## src/rtl/shift_pkg.sv

```systemverilog
// Shared types and constants for the iterative right shifter.
// FSM state encoding, default widths, and fill-mode op encoding.
package shift_pkg;

  localparam int DATA_W  = 16;
  localparam int SHAMT_W = 5;

  typedef enum logic [1:0] {
    IDLE  = 2'd0,
    SHIFT = 2'd1,
    DONE  = 2'd2
  } state_t;

  typedef enum logic {
    FILL_ZERO = 1'b0,
    FILL_SIGN = 1'b1
  } fill_t;

endpackage

```

## src/rtl/srl_step.sv

```systemverilog
// One conditional right shift by 2^k with a fill bit (combinational).
// Ports: d in, k step index, en apply, fill vacated-bit value, q out.
module srl_step #(
  parameter int WIDTH = 16,
  parameter int SHW   = 5,
  parameter int CW    = 2
) (
  input  logic [WIDTH-1:0] d,
  input  logic [CW-1:0]    k,
  input  logic             en,
  input  logic             fill,
  output logic [WIDTH-1:0] q
);

  logic [SHW-1:0]   amt;
  logic [WIDTH-1:0] ones;
  logic [WIDTH-1:0] sh;
  logic [WIDTH-1:0] fmask;

  assign amt   = {{(SHW-1){1'b0}}, 1'b1} << k;
  assign ones  = '1;
  assign sh    = d >> amt;
  assign fmask = ~(ones >> amt);
  assign q     = en ? (sh | (fill ? fmask : '0)) : d;

endmodule

```

## src/rtl/srl_iter.sv

```systemverilog
// Multi-cycle right shifter, one shamt bit per cycle; valid/ready in and out.
// Ports: clk, rst_n (sync, low), in_valid/in_ready, ain, shamt, arith,
//   out_valid/out_ready, aout, busy. SRL_ITER_SRA_EN enables sign fill.
module srl_iter
  import shift_pkg::*;
#(
  parameter int WIDTH = DATA_W,
  parameter int SHW   = SHAMT_W
) (
  input  logic             clk,
  input  logic             rst_n,
  input  logic             in_valid,
  output logic             in_ready,
  input  logic [WIDTH-1:0] ain,
  input  logic [SHW-1:0]   shamt,
  input  logic             arith,
  output logic             out_valid,
  input  logic             out_ready,
  output logic [WIDTH-1:0] aout,
  output logic             busy
);

  localparam int CW = $clog2(SHW-1);
  localparam logic [CW-1:0] LAST = CW'(SHW-2);

`ifdef SRL_ITER_SRA_EN
  localparam logic SRA_EN = 1'b1;
`else
  localparam logic SRA_EN = 1'b0;
`endif

  state_t           state_q, state_d;
  logic [CW-1:0]    cnt_q, cnt_d;
  fill_t            op_q, op_d;
  logic [SHW-2:0]   sham_q, sham_d;
  logic [WIDTH-1:0] reg_q, reg_d;
  logic [WIDTH-1:0] res_q, res_d;

  fill_t            cap_op;
  logic             cap_fill;
  logic             step_fill;
  logic [WIDTH-1:0] step_q;

  assign cap_op    = (SRA_EN && arith) ? FILL_SIGN : FILL_ZERO;
  assign cap_fill  = (cap_op == FILL_SIGN) & ain[WIDTH-1];
  // SRA fills from the current MSB, which equals the original sign.
  assign step_fill = (op_q == FILL_SIGN) & reg_q[WIDTH-1];

  srl_step #(
    .WIDTH (WIDTH),
    .SHW   (SHW),
    .CW    (CW)
  ) u_step (
    .d    (reg_q),
    .k    (cnt_q),
    .en   (sham_q[cnt_q]),
    .fill (step_fill),
    .q    (step_q)
  );

  always_ff @(posedge clk) begin
    if (!rst_n) begin
      state_q <= IDLE;
      cnt_q   <= '0;
      op_q    <= FILL_ZERO;
      sham_q  <= '0;
      reg_q   <= '0;
      res_q   <= '0;
    end else begin
      state_q <= state_d;
      cnt_q   <= cnt_d;
      op_q    <= op_d;
      sham_q  <= sham_d;
      reg_q   <= reg_d;
      res_q   <= res_d;
    end
  end

  always_comb begin
    state_d = state_q;
    cnt_d   = cnt_q;
    op_d    = op_q;
    sham_d  = sham_q;
    reg_d   = reg_q;
    res_d   = res_q;
    unique case (state_q)
      IDLE: begin
        if (in_valid) begin
          state_d = SHIFT;
          cnt_d   = '0;
          op_d    = cap_op;
          sham_d  = shamt[SHW-2:0];
          // shamt >= WIDTH saturates straight to the fill word.
          reg_d   = shamt[SHW-1] ? {WIDTH{cap_fill}} : ain;
        end
      end
      SHIFT: begin
        reg_d = step_q;
        if (cnt_q == LAST) begin
          state_d = DONE;
          res_d   = step_q;
        end else begin
          cnt_d = cnt_q + 1'b1;
        end
      end
      DONE: begin
        if (out_ready) state_d = IDLE;
      end
      default: state_d = IDLE;
    endcase
  end

  assign in_ready  = (state_q == IDLE);
  assign out_valid = (state_q == DONE);
  assign busy      = (state_q != IDLE);
  assign aout      = res_q;

endmodule

```

## config.mk

```make
export PLATFORM = sky130hd
export DESIGN_NAME = srl_iter
export DESIGN_NICKNAME = d
export VERILOG_FILES = /design/src/rtl/shift_pkg.sv /design/src/rtl/srl_step.sv /design/src/rtl/srl_iter.sv
export SDC_FILE = /design/constraint.sdc
export NUM_CORES = 1
export LEC_CHECK = 0
export CORE_UTILIZATION = 30
export CTS_CLUSTER_SIZE = 25
export DETAILED_ROUTE_END_ITERATION = 10
export PLACE_DENSITY = 0.54
export SETUP_SLACK_MARGIN = 0.5
export SYNTH_ARGS = -nofsm -noshare
export SYNTH_HDL_FRONTEND = slang
export SYNTH_HIERARCHICAL = 1
export SYNTH_SLANG_ARGS = --single-unit
```

## constraint.sdc

```tcl
create_clock -name clk -period 3.85 [get_ports clk]
set_input_delay 0.77 -clock clk [delete_from_list [all_inputs] [get_ports clk]]
set_output_delay 0.77 -clock clk [all_outputs]
set_load 0.005 [all_outputs]
```

== After elaboration in Yosys (flattened, before gate mapping) ==
Cells that the tools add are included.

* Input port bits: 26
* Memories kept: 0
* Word-level logic and storage cells: 37
* Bits in latches: 0
* Bits in read-only memories: 0
* Register bits: 40
* Bits in writable memories: 0
* Output and inout port bits: 19

* Reduce and logical (&&, ||, !) cells: 8
* Muxes and demuxes: 13
* Eq/ne operators: 7
* Shift operators: 2
* Add/subtract/negate cells: 1
* Bitwise logic cells: 0
* Order comparisons: 1
* Divide/modulo/power cells: 0
* Multipliers: 0

{| class="wikitable"
|+ Operators with widths
! kind !! number
|-
| $mux 16 || 3
|-
| $pmux 16 s2 || 1
|-
| $shr 16x5->16 || 1
|-
| $mux 2 || 5
|-
| $ne 2x2->1 const B || 3
|-
| $pmux 2 s3 || 1
|-
| $reduce_and 2->1 || 3
|-
| $reduce_and 3->1 || 2
|-
| $shl 1x2->5 const A || 1
|-
| $eq 2x2->1 const B || 2
|-
| $pmux 2 s2 || 1
|-
| $reduce_bool 2->1 || 2
|-
| $lt 2x3->1 const B || 1
|-
| $add 2x1->2 const B || 1
|-
| $bmux 1 s2 || 1
|-
| $eq 2x1->1 const B || 1
|-
| $logic_not 2->1 || 1
|-
| $ne 2x1->1 const B || 1
|-
| $mux 1 || 1
|}

== Logic depth before layout (Yosys ltp) ==
Gate-level depths: netlist (run 1).

* Depth after elaboration: 4
* Depth in mapped cells: 7
* Depth with buffers taken out: 6

== Modules after synthesis ==
The synthesis (run 1) kept the hierarchy.

{| class="wikitable"
|+ Modules (own cells, without submodules)
! module !! sequential area each (sq um) !! area each (sq um) !! instances !! cells each
|-
| srl_iter || 800.8 || 1,684.1 || 1 || 179
|-
| srl_step || 0.0 || 535.5 || 1 || 69
|}

== Least setup slack after synthesis (run 1) ==
OpenSTA, ideal clock, no wires.

* Kind: register -> register
* Start: reg cnt_q[0]
* End: reg reg_q[11]
* Setup time: 0.122 ns
* Arrival time: 1.896 ns
* Slack: 1.832 ns
* Data required time: 3.728 ns
* Clock period less this slack: 2.018 ns
* Buffers on the path: 2
* Stages on the path, launching flop included: 8
* Cells stage by stage: dfxtp_1 mux4_2 buf_2 clkbuf_1 nor2_1 a31oi_1 and2_2 a221o_1

* Cells in the longest elaborated chain, start to end: 4
* Elaborated cells on any way between the ends: 6
* Classes of those cells: shift: 2; mux: 4

{| class="wikitable"
|+ Ends and longest elaborated chain
! what !! RTL line !! text
|-
| start, declared || srl_iter.sv:33 || <nowiki>logic [CW-1:0] cnt_q, cnt_d;</nowiki>
|-
| start signal, assigned || srl_iter.sv:71 || <nowiki>cnt_q <= cnt_d;</nowiki>
|-
| $shl 1x2->5 / $bmux 1 s2 (equally long branches) || srl_step.sv:20, srl_iter.sv:56 ||
|-
| $shr 16x5->16 / $mux 1 (equally long branches) || srl_step.sv:22, srl_iter.sv:56 ||
|-
| $mux 16 (*) || srl_step.sv:24 || <nowiki>assign q = en ? (sh | (fill ? fmask : '0)) : d;</nowiki>
|-
| net step_q[11] || srl_iter.sv:42 || <nowiki>logic [WIDTH-1:0] step_q;</nowiki>
|-
| $pmux 16 s2 (*) || srl_iter.sv:86 || <nowiki>unique case (state_q)</nowiki>
|-
| end signal, assigned || srl_iter.sv:74 || <nowiki>reg_q <= reg_d;</nowiki>
|-
| end, declared || srl_iter.sv:36 || <nowiki>logic [WIDTH-1:0] reg_q, reg_d;</nowiki>
|}

The timed path passes the listed nets; every way through them passes the cells marked *. The select of a mux whose other input is x is not followed.
A chain may end at the register's enable or synchronous reset.

== Worst setup path in the final report (run 1) ==
* Start: reg cnt_q[1]
* End: reg reg_q[11]

The elaborated chain is that of the path after synthesis.

==> impl_metrics.tcl, run 1 <==
set metrics [dict create \
    status "finished clean" \
    drt-pass1-iter-count 4 \
    final.fill_count 748 \
    p_clk_share_pct 36.5 \
    grt_pass1_wl_mm 9.07 \
    dpl_worst_slack_ps 1260 \
    viasPerCell 4.84 \
    track_usage_pct 15.5 \
    synth.distinct_cells 36 \
    yosys.area.top_type "dfxtp_1" \
    drv_cap 0 \
    gp_congestion 0.770 \
    cts_buffers 5 \
    power.density_nw_per_um2 344 \
    antenna_found_initial 0 \
    period_share_pct 68.0 \
    dpl.hpwl_mm 3.86 \
    cpMostUsedCell "a31oi_1" \
    nets 312 \
    power_frac_seq_pct 47.1 \
    worstPathBufferInverterCount 1 \
    grt_setup_unrepaired "no" \
    layout_common_cells "clkdlybuf4s50_1, dfxtp_1, nand2_1, a21oi_1, nor2_1" \
    combPwrFrac_pct 16.3 \
    routed_wl_mm 5.46 \
    diodes 0 \
    grt_start_max_net_pins 33 \
    endpoint_kind "flip-flop" \
    synth-seq-cells 40 \
    area_growth_pct 25.5 \
    final_common_cell "clkdlybuf4s50_1" \
    cpMaxStageDelayCell "dfxtp_1" \
    ys.warnings.count 6 \
    port_buffers 43 \
    cts_buffer_depth 2 \
    clk_pin_slew_worst_paths_ps 90 \
    num_rows 30 \
    fin_ws_ps 1230 \
    cts_tree "done" \
    grt_pass1_vias 1768 \
    setup_tns_ps 0 \
    via_count 1848 \
    synthCells 248 \
    cp_slowest_stage_delay_ps 700 \
    fmax_mhz 382 \
    startpoint_type "flip-flop" \
    drt_iter0_drc 153 \
    coreArea_um2 6980 \
    cp.arrival_ps 2800 \
    htreeDepth 2 \
    crit_fanout 20 \
    min_period_ps 2620 \
    slew_headroom_pct 56.4 \
    drc 0 \
    clock-sinks 40 \
    worst_slew_pin_slew_ps 652 \
    cts_resized 0 \
    crit_path_cell_trace "mux4_2 > inv_1 > a31oi_1 > a31oi_1 > and2_2 > a221o_1" \
    peakVddDrop_mv 0.152 \
    die_y_um 88.0 \
    drive_gt1_share_pct 12.6 \
    gr-total-overflow 0 \
    die-area_um2 7750 \
    hold_viol 0 \
    p_switching_w 0.000253 \
    utilization_pct 39.9 \
    cellLeakagePower_nw 0.998 \
    finalMaxSlewViolations 0 \
    finalSetupViolCount 0 \
    synth.top_cell.area_share_pct 36.1 \
    clk_latency_ps 290 \
    hold_ws_ps 462 \
    synth_area_um2 2220 \
    crit_required_ps 4040 \
    detail-route-antenna-nets 0 \
    cts_hold_buf 0 \
    cts_setup_buffers 0 \
    pin_count 45 \
    placed_area_um2 2680 \
    fin_skew_ps 10.4 \
    worstSetupPathType "flip-flop to flip-flop" \
    avgSynthCellArea_um2 8.95 \
    die_w_um 88.0 \
    cp_top_family "compound AO/OA/AOI/OAI gates" \
    cts_root_buf "clkbuf_8" \
    p_sw_share_pct 26.4 \
    wire_per_inst_um 14.3 \
    ys_seq_area_share_pct 36.1 \
    start_util_pct 31.8 \
    fin_area_um2 2790 \
    synth.area.top_cells "dfxtp_1, nand2_1, mux4_2" \
    hold_class "flip-flop to flip-flop" \
    cellInternalPower_w 0.000705 \
]
## worst reg2reg max path, stage by stage, from the launching register on
cell and delay (ps):
dfxtp_1 700, mux4_2 610, inv_1 150, a31oi_1 360, a31oi_1 220, and2_2 220, a221o_1 240
## synthesized netlist by cell type, drive strengths merged
master	n
or2	1
a221o	11
mux2	8
a31oi	5
clkbuf	4
ha	1
nor3	4
a21oi	22
mux4	5
nor4b	1
inv	9
nand3	2
buf	14
a211oi	8
nor2b	9
o2bb2ai	2
bufinv	1
nand2	35
nand2b	8
mux2i	10
o32ai	1
nand3b	2
nor3b	2
and2	13
o21bai	1
dfxtp	40
a221oi	5
and3b	2
o21ai	7
nor2	14
conb	1
## cell families after synthesis
logic type	after synthesis	synth area share [%]
mux	23	13.6
buf+inv	28	7.78
other cells	1	0.169
flops	40	36.1
fa+ha+maj	1	0.564
simple gates	93	22.2
compound gates	62	19.6
## path summary, 6_finish.rpt
check                           slack (ps)  depth (start not counted)      from         to
worst max register to register        1230                          6  cnt_q[1]  reg_q[11]
worst max-delay path                  1230                          6  cnt_q[1]  reg_q[11]
worst min register to register         460                          2  aout[14]   aout[14]
worst min-delay path                   460                          2  aout[14]   aout[14]
## flip-flops by register name (all words and copies together) (netlist names)
register,count
aout,16
reg_q,16
sham_q,4
cnt_q,2
state_q,2
## per-stage QoR
stage,cells,total power [W]
after CTS,382,0.000965
after global routing,382,0.00100
final,382,0.000958
after detailed placement,374,0.000617
after global placement,374,0.000617
after floorplan,251,0.000564
## power by group through the flow
| stage | Clock [W] | Combinational, W | Sequential, W |
|---|---|---|---|
| after floorplan | 0 | 0.000111 | 0.000453 |
| after global placement | 0 | 0.000156 | 0.000461 |
| after detailed placement | 0 | 0.000156 | 0.000461 |
| after CTS | 0.000357 | 0.000157 | 0.000451 |
| after global routing | 0.000374 | 0.000172 | 0.000455 |
| final | 0.000350 | 0.000156 | 0.000452 |
## final cells by class
type / count / area, um^2 / area share [%]
timing repair buffer: 45 / 445 / 16.0
clock inverter: 3 / 42.5 / 1.53
sequential: 40 / 801 / 28.7
clock buffer: 5 / 68.8 / 2.47
multi-input combinational: 183 / 1260 / 45.1
tap: 96 / 120 / 4.31
inverter: 10 / 51.3 / 1.84
## routing by layer
metal,up-vias,track usage (%),wire [um]
li1,950,-,-
met1,861,23.0,2830
met2,35,22.5,2350
met3,2,3.11,236
met4,0,4.40,49
met5,-,0,0
(Power assumes the default switching activity.)
==> inputs of run 2 (changes only) <==
--- a/config.mk
+++ b/config.mk
@@ -8,7 +8,7 @@
 export CORE_UTILIZATION = 30
 export CTS_CLUSTER_SIZE = 25
 export DETAILED_ROUTE_END_ITERATION = 10
-export PLACE_DENSITY = 0.54
+export PLACE_DENSITY = 0.56
 export SETUP_SLACK_MARGIN = 0.5
 export SYNTH_ARGS = -nofsm -noshare
 export SYNTH_HDL_FRONTEND = slang
==> constraint.sdc (replaced) <==
create_clock -name clk -period 2.23 [get_ports clk]
set_input_delay 0.446 -clock clk [delete_from_list [all_inputs] [get_ports clk]]
set_output_delay 0.446 -clock clk [all_outputs]
set_load 0.005 [all_outputs]
==> run 2 against run 1 <==
Utilization grew 4.4 points. Final area grew 11%. Maximum frequency grew 33%. Global-route usage shrank 0.13 points. Total power grew 74%.
==> impl_metrics.tcl, run 2 (synthesized netlist as in run 1, its figures left out) <==
set metrics [dict create \
    peakVddDrop_mv 0.260 \
    fin_skew_ps 4.77 \
    wire_per_inst_um 14.4 \
    drt_iter0_drc 78 \
    grt_setup_unrepaired "yes" \
    die_w_um 88.0 \
    endpoint_kind "flip-flop" \
    hold_class "flip-flop to flip-flop" \
    cts_buffer_depth 2 \
    drt-pass1-iter-count 4 \
    gr-total-overflow 0 \
    die_y_um 88.0 \
    start_util_pct 31.8 \
    r2r_end "reg_q[6]" \
    cts_buffers 5 \
    grt_pass1_vias 1866 \
    num_rows 30 \
    placed_area_um2 2750 \
    routed_wl_mm 5.80 \
    power.density_nw_per_um2 540 \
    cp.arrival_ps 2150 \
    dpl.hpwl_mm 3.99 \
    hold_depth 1 \
    min_period_ps 1970 \
    drc 0 \
    pin_count 45 \
    track_usage_pct 15.3 \
    crit_fanout 7 \
    drive_gt1_share_pct 27.5 \
    final.fill_count 700 \
    worst_slew_pin_slew_ps 540 \
    period_share_pct 88.3 \
    worstSetupPathType "flip-flop to flip-flop" \
    grt_pass1_wl_mm 9.02 \
    final_common_cell "clkdlybuf4s50_1" \
    diodes 0 \
    layout_common_cells "clkdlybuf4s50_1, dfxtp_1, nand2_1, buf_4, a21oi_1" \
    cts_root_buf "clkbuf_8" \
    r2r_slack_ps 260 \
    die-area_um2 7750 \
    drv_cap 0 \
    status "finished clean" \
    hold_viol 0 \
    finalSetupViolCount 0 \
    finalMaxSlewViolations 0 \
    fin_area_um2 3090 \
    viasPerCell 4.91 \
    detail-route-antenna-nets 0 \
    clk_pin_slew_worst_paths_ps 80 \
    gp_congestion 0.769 \
    coreArea_um2 6980 \
    cts_tree "done" \
    cellLeakagePower_nw 1.16 \
    slew_headroom_pct 63.9 \
    clk_latency_ps 290 \
    nets 332 \
    crit_required_ps 2410 \
    port_buffers 43 \
    reg2reg_depth 5 \
    startpoint "cnt_q[0]" \
    r2r-start "cnt_q[0]" \
    startpoint_type "flip-flop" \
    fmax_mhz 508 \
    setup_tns_ps 0 \
    clock-sinks 40 \
    antenna_found_initial 0 \
    area_growth_pct 39.4 \
    via_count 1972 \
    htreeDepth 2 \
    crit_end "reg_q[6]" \
    grt_start_max_net_pins 26 \
]
run 2: cell types whose count changed in the layout (fill, tap and decap cells not counted), sizes merged:
cell / before / now
buf: 2 / 22
clkbuf: 5 / 8
clkdlybuf4s50: 43 / 40
dlygate4sd2: 0 / 3
bufinv: 2 / 1
clkinv: 1 / 0
clkinvlp: 1 / 0
run 2: metal layers:
metal | vias up | GRT usage, % | part of all wire (%)
met5 | - | 0 | 0
met4 | 0 | 6.01 | 1.2
met3 | 6 | 3.49 | 4.2
met2 | 40 | 23.4 | 46
met1 | 930 | 21.0 | 49
li1 | 996 | - | -
run 2: area by class of cell:
class,count,area (um^2),area share [%]
Clock buffer,8,100,3.23
Inverter,10,51.3,1.66
Multi-Input combinational cell,183,1410,45.5
Sequential cell,40,812,26.2
Tap cell,96,120,3.88
Timing Repair Buffer,65,603,19.5
run 2: critical path: stages (launching register included):
cell and delay, ps:
dfxtp_4 370, mux4_2 620, buf_6 180, mux2_4 300, and2_4 130, a221o_1 240
run 2: timing repair:
action | in CTS | in global routing
resized for setup | 20 | 24
cloned | 0 | 0
endpoints found under the setup margin | 29 | 32
hold buffers | 0 | 0
buffers inserted | 11 | 1
pin swaps | 4 | 6
run 2: metrics by stage:
step           worst slack (ps)  total power [W]  hold WS (ps)  instances  utilization (%)
2_1_floorplan               406         0.000982           438        251                -
3_3_place_gp                106          0.00108           448        382             39.4
3_5_place_dp               76.7          0.00108           448        382             39.4
4_1_cts                     281          0.00166           442        401             42.9
5_1_grt                     198          0.00175           454        402             44.3
6_report                    261          0.00167           436        402             44.3
run 2: how the worst min path moves through the flow:
stage,startpoint,endpoint,slack (ps)
after global routing,state_q[1],state_q[0],450
after detailed placement,aout[2],aout[2],450
final,state_q[1],state_q[0],440
after global placement,reg_q[0],reg_q[0],450
after floorplan,reg_q[0],reg_q[0],440
after CTS,state_q[1],state_q[0],440
run 2: power by group:
group | total, W | switching (W) | internal (W)
logic | 0.000359 | 0.000167 | 0.000192
registers | 0.000772 | 0.0000314 | 0.000741
clock network | 0.000538 | 0.000255 | 0.000283
total | 0.00167 | 0.000454 | 0.00122
==> RTL edit 1, RTL diff (config.mk and constraints of run 2) <==
Re-encode `state_t` (3 states) as one-hot, 3 bits wide.
--- a/src/rtl/shift_pkg.sv
+++ b/src/rtl/shift_pkg.sv
@@ -5,10 +5,10 @@
   localparam int DATA_W  = 16;
   localparam int SHAMT_W = 5;
 
-  typedef enum logic [1:0] {
-    IDLE  = 2'd0,
-    SHIFT = 2'd1,
-    DONE  = 2'd2
+  typedef enum logic [2:0] {
+    IDLE  = 3'b001,
+    SHIFT = 3'b010,
+    DONE  = 3'b100
   } state_t;
 
   typedef enum logic {
Check against the original RTL: no difference found for any inputs over 10 cycles, from zero or initial values and one cycle with rst_n low; not proved beyond that.
==> RTL edit 1 against run 2 <==
Power rose by 7.5%. Via count rose by 15%. Count of clock-buffer cells in the layout fell by 3. Area after synthesis rose by 0.56%. Worst setup slack improved by 0.13 ns. Cell area rose by 3.2%. Sequential cell count rose by 1. Largest power group unchanged. The run now ends with DRC left. Wire length rose by 13%. Final cell count rose by 7.5%.
==> RTL edit 1: results (changes against run 2) <==
stage;metric;value;unit;change
placed_design;Placement Setup Slack;0.233;ns;+0.156 ns
placed_design;dpl cell area;0.00280;mm²;+1.8%
clock_tree;CTS Buffer Depth;2;;unchanged
drt;DRC errors left;2;;+2
drt;Detailed Routing Iterations Pass 1;7;;+3
logic_synthesis;Post-synth top cells;nand2_1, dfxtp_1, a21oi_1;;
layout;fill count;738;;+5.4%
drt;DRT iter0 DRCs;243;;+210%
placed_design;I/O Buffers;43;;unchanged
clock_tree;Clock Latency Late Sink;0.30;ns;
drt;final WL;6570;µm;+13%
clock_tree;htree depth;2;;unchanged
grt;vias in the first global route;2140;;+15%
layout;Storage cell area;833;µm²;+2.6%
power;VDD IR max;346;µV;+33%
logic_synthesis;sequential area share after synthesis;36.8;%;+0.69 points
placed_design;dpl hpwl;4160;µm;+4.2%
worst_setup_path;delay-heaviest family, CP;multiplexers;;
clock_tree;post-CTS resize count;47;;+140%
clock_tree;total CTS buffers;5;;unchanged
logic_synthesis;Yosys cell types;33;;-8.3%
layout;Ant. Diodes;0;;unchanged
min_path;worst hold path type;reg2reg;;
grt;pin count of the biggest net entering global routing;32;;+23%
logic_synthesis;Post-Syn Area per Cell;8.09;µm²;-9.6%
timing;clock skew;0.00673;ns;+0.00196 ns
clock_tree;Post-CTS Setup Inserts;10;;-1
status;status;finished, violations left;;
worst_setup_path;Slowest-stage cell, CP;mux4_2;;
clock_tree;Root Driver;clkbuf_8;;
clock_tree;Reg clk slew, reported paths;0.08;ns;about the same
layout;layout cells sized above 1;24.6;%;-2.8 points
layout;final net count;360;;+8.4%
logic_synthesis;Syn. warnings;6;;unchanged
grt;first-pass GRT wire length;10700;µm;+18%
grt;all-layer global routing usage;17.8;%;+2.5 points
logic_synthesis;number of synthesized flops with an enable pin;0;;unchanged
grt;initial antenna violation count;0;;unchanged
worst_setup_path;max incr delay on CP;0.63;ns;
logic_synthesis;Synth async-reset ratio;0;%;unchanged
layout;Non-Filler Instances;432;;+7.5%
status;failing checks;DRC;;
worst_setup_path;critical path arrival;2.06;ns;-0.09 ns
power;Leakage;1.14;nW;-0.93%
placed_design;Final GP Congestion;0.860;;+12%
worst_setup_path;CP Max Fanout;6;;-1
placed_design;Cells after DPL;413;;+8.1%
logic_synthesis;Area contributors post-synth;dfxtp_1, a21oi_1, a211oi_1, nand2_1, mux4_2;;
drt;DR vias;2262;;+15%
==> RTL edit 1: cell types whose count changed after synthesis, moves of 5 or more <==
cell,before,now
mux2i_1,10,5
a21oi_1,22,40
a221o_1,11,0
o21ai_0,2,20
and2_2,9,0
a221oi_1,5,0
nand2_1,35,44
o21ai_1,5,0
nand3_1,2,16
clkbuf_1,4,14
nand2b_1,8,1
a211oi_1,8,24
==> RTL edit 1: logic make-up (layout without fill, tap and decap cells) <==
logic type | Yosys count | count (layout) | synth area share, %
buf+inv | 28 | 81 | 5.83
flops | 41 | 41 | 36.8
mux | 18 | 19 | 11.3
fa+ha+maj | 1 | 1 | 0.560
simple gates | 94 | 94 | 20.6
compound gates | 93 | 93 | 24.8
other cells | 1 | 4 | 0.168
==> RTL edit 1: metal layers <==
layer	global-route usage, %	share of wire (%)	vias to the layer above
li1	-	-	1109
met4	7.04	1.5	0
met5	0	0	-
met1	24.5	46	1078
met3	2.71	5.6	9
met2	28.0	46	66
==> RTL edit 1: final cells by class <==
type,count,share of cell area (%)
timing repair buffer,69,19.8
inverter,5,0.588
clock buffer,5,2.16
multi-input combinational,211,46.4
tap,99,3.88
clock inverter,2,1.10
sequential,41,26.1
==> RTL edit 1: power breakdown <==
| part | total [mW] | switching, mW | internal, mW |
|---|---|---|---|
| Combinational | 0.396 | 0.197 | 0.198 |
| Sequential | 0.812 | 0.0470 | 0.765 |
| Clock | 0.587 | 0.262 | 0.326 |
==> RTL edit 1: final timing paths <==
check | from | endpoint | slack [ns] | cells past startpoint
max | cnt_q[0] | reg_q[5] | 0.39 | 6
min | aout[0] | aout[0] | 0.46 | 2
max reg2reg | cnt_q[0] | reg_q[5] | 0.39 | 6
min reg2reg | aout[0] | aout[0] | 0.46 | 2
==> RTL edit 2, RTL diff (flow settings as in run 2) <==
Without the edit above. The package constant `DATA_W` goes from 16 to 12.
--- a/src/rtl/shift_pkg.sv
+++ b/src/rtl/shift_pkg.sv
@@ -2,7 +2,7 @@
 // FSM state encoding, default widths, and fill-mode op encoding.
 package shift_pkg;
 
-  localparam int DATA_W  = 16;
+  localparam int DATA_W  = 12;
   localparam int SHAMT_W = 5;
 
   typedef enum logic [1:0] {
Ports: changed (resized ain and aout); port bits go from 45 to 37. The function was not compared with the original's and may differ.
==> RTL edit 2 against run 2 <==
Power shrank 14%. Final cell count shrank 14%. Sequential cell count fell by 8. Clock skew about the same. Clock power fell by 11%. Wire length decreased by 20%. Non-clock buffer count down 10. Die area fell by 18%. Cell area is 17% lower. Count of clock-buffer cells in the layout is 1 lower. Area after synthesis down 19%. Worst setup slack gained 0.14 ns. Critical endpoint is now aout[6]. Highest routed layer unchanged.
==> RTL edit 2: results (changes against run 2) <==
stage;metric;value;unit;change
layout;multi-input gates;169;;-7.7%
grt;pin count of the biggest net entering global routing;26;;unchanged
logic_synthesis;Yosys cell types;37;;+2.8%
drt;DRT iter0 DRCs;103;;+32%
worst_setup_path;critical path arrival;1.99;ns;-0.16 ns
timing;Setup TNS;0;ns;unchanged
layout;fraction of area in registers;25.2;%;-1.1 points
clock_tree;Root Driver;clkbuf_8;;
logic_synthesis;Syn. warnings;6;;unchanged
clock_tree;Clock Latency Late Sink;0.28;ns;
grt;all-layer global routing usage;15.3;%;-0.069 points
grt;vias in the first global route;1586;;-15%
grt;initial antenna violation count;0;;unchanged
timing;clock skew;0.00493;ns;+0.000165 ns
logic_synthesis;FF+latch count, synth;32;;-20%
timing;minimum clock period;1.83;ns;-0.140 ns
status;status;finished, final reports clean;;
worst_setup_path;CP Max Fanout;7;;unchanged
layout;final net count;298;;-10%
layout;Buffers excl. clock;55;;-15%
power;Leakage;0.932;nW;-19%
drt;WL/cell;13.3;µm;-7.9%
layout;Logic inverters;12;;+2
grt;first-pass GRT wire length;7490;µm;-17%
drt;Via density;4.97;;+1.2%
clock_tree;CTS Buffer Depth;2;;unchanged
drt;Detailed Routing Iterations Pass 1;4;;unchanged
layout;Signal buf overhead;19.9;%;+0.39 points
timing;Rel. slew slack;66.8;%;+2.8 points
clock_tree;Reg clk slew, reported paths;0.06;ns;-0.02 ns
placed_design;dpl hpwl;3220;µm;-19%
power;VDD IR max;319;µV;+22%
placed_design;Placement Setup Slack;0.290;ns;+0.214 ns
layout;clk tree area frac;3.74;%;+0.51 points
layout;fill count;550;;-21%
placed_design;I/O Buffers;35;;-19%
logic_synthesis;sequential area share after synthesis;35.5;%;-0.60 points
layout;CLK BUF;7;;-1
layout;multi-input logic area;0.00118;mm²;-16%
placed_design;Final GP Congestion;0.808;;+5.1%
power;Sw Pwr;0.393;mW;-13%
worst_setup_path;Reg2Reg Setup Slack;0.40;ns;+0.14 ns
logic_synthesis;Area contributors post-synth;dfxtp_1, nand2_1, nor2b_1, a21oi_1, mux2i_1;;
logic_synthesis;Post-synth top cells;dfxtp_1, nand2_1, a21oi_1;;
layout;layout cells sized above 1;24.4;%;-3.1 points
-- RTL edit 2: timing repair --
action	4_1_cts	5_1_grt
setup buffers	7	5
resized for setup	16	26
hold buffers	0	0
pin swaps	12	18
setup endpoints to repair	27	24
-- RTL edit 2: through the flow --
stage               instance area (µm²)  utilization (%)  instances  total power, mW  hold WS [ns]
floorplan                          1850                -        228            0.808         0.439
global placement                   2240             39.6        328            0.889         0.448
detailed placement                 2240             39.6        328            0.890         0.449
CTS                                2430             43.0        342             1.39         0.458
global route                       2570             45.6        347             1.51         0.480
finish                             2570             45.6        347             1.43         0.454
-- RTL edit 2: final timing paths --
kind,from,endpoint,cells after the start
setup / recovery,cnt_q[0],aout[6],7
hold / removal,aout[4],aout[4],2
setup reg to reg,cnt_q[0],aout[6],7
hold reg to reg,aout[4],aout[4],2
-- RTL edit 2: power groups by stage --
stage,combinational (mW),sequential (mW),clock [mW]
2_1_floorplan,0.180,0.628,0
3_3_place_gp,0.258,0.632,0
3_5_place_dp,0.258,0.632,0
4_1_cts,0.282,0.618,0.492
5_1_grt,0.365,0.624,0.518
6_report,0.334,0.621,0.480
-- RTL edit 2: kinds of logic (layout without fill, tap and decap cells) --
| group | count (synthesis) | count (layout) | synth area share [%] |
|---|---|---|---|
| AOI/OAI and AO/OA | 62 | 62 | 22.2 |
| and+or+nand+nor | 88 | 88 | 24.4 |
| adders and majority gates | 1 | 1 | 0.693 |
| other | 1 | 5 | 0.208 |
| buffers and inverters | 27 | 74 | 7.97 |
| muxes | 13 | 13 | 9.08 |
| DFF | 32 | 32 | 35.5 |
-- RTL edit 2: routing by layer --
layer / GRT usage, % / part of all wire [%]
met5: 0 / 0
met4: 5.27 / 1.3
met3: 3.66 / 3.4
met2: 23.5 / 46
met1: 20.6 / 50
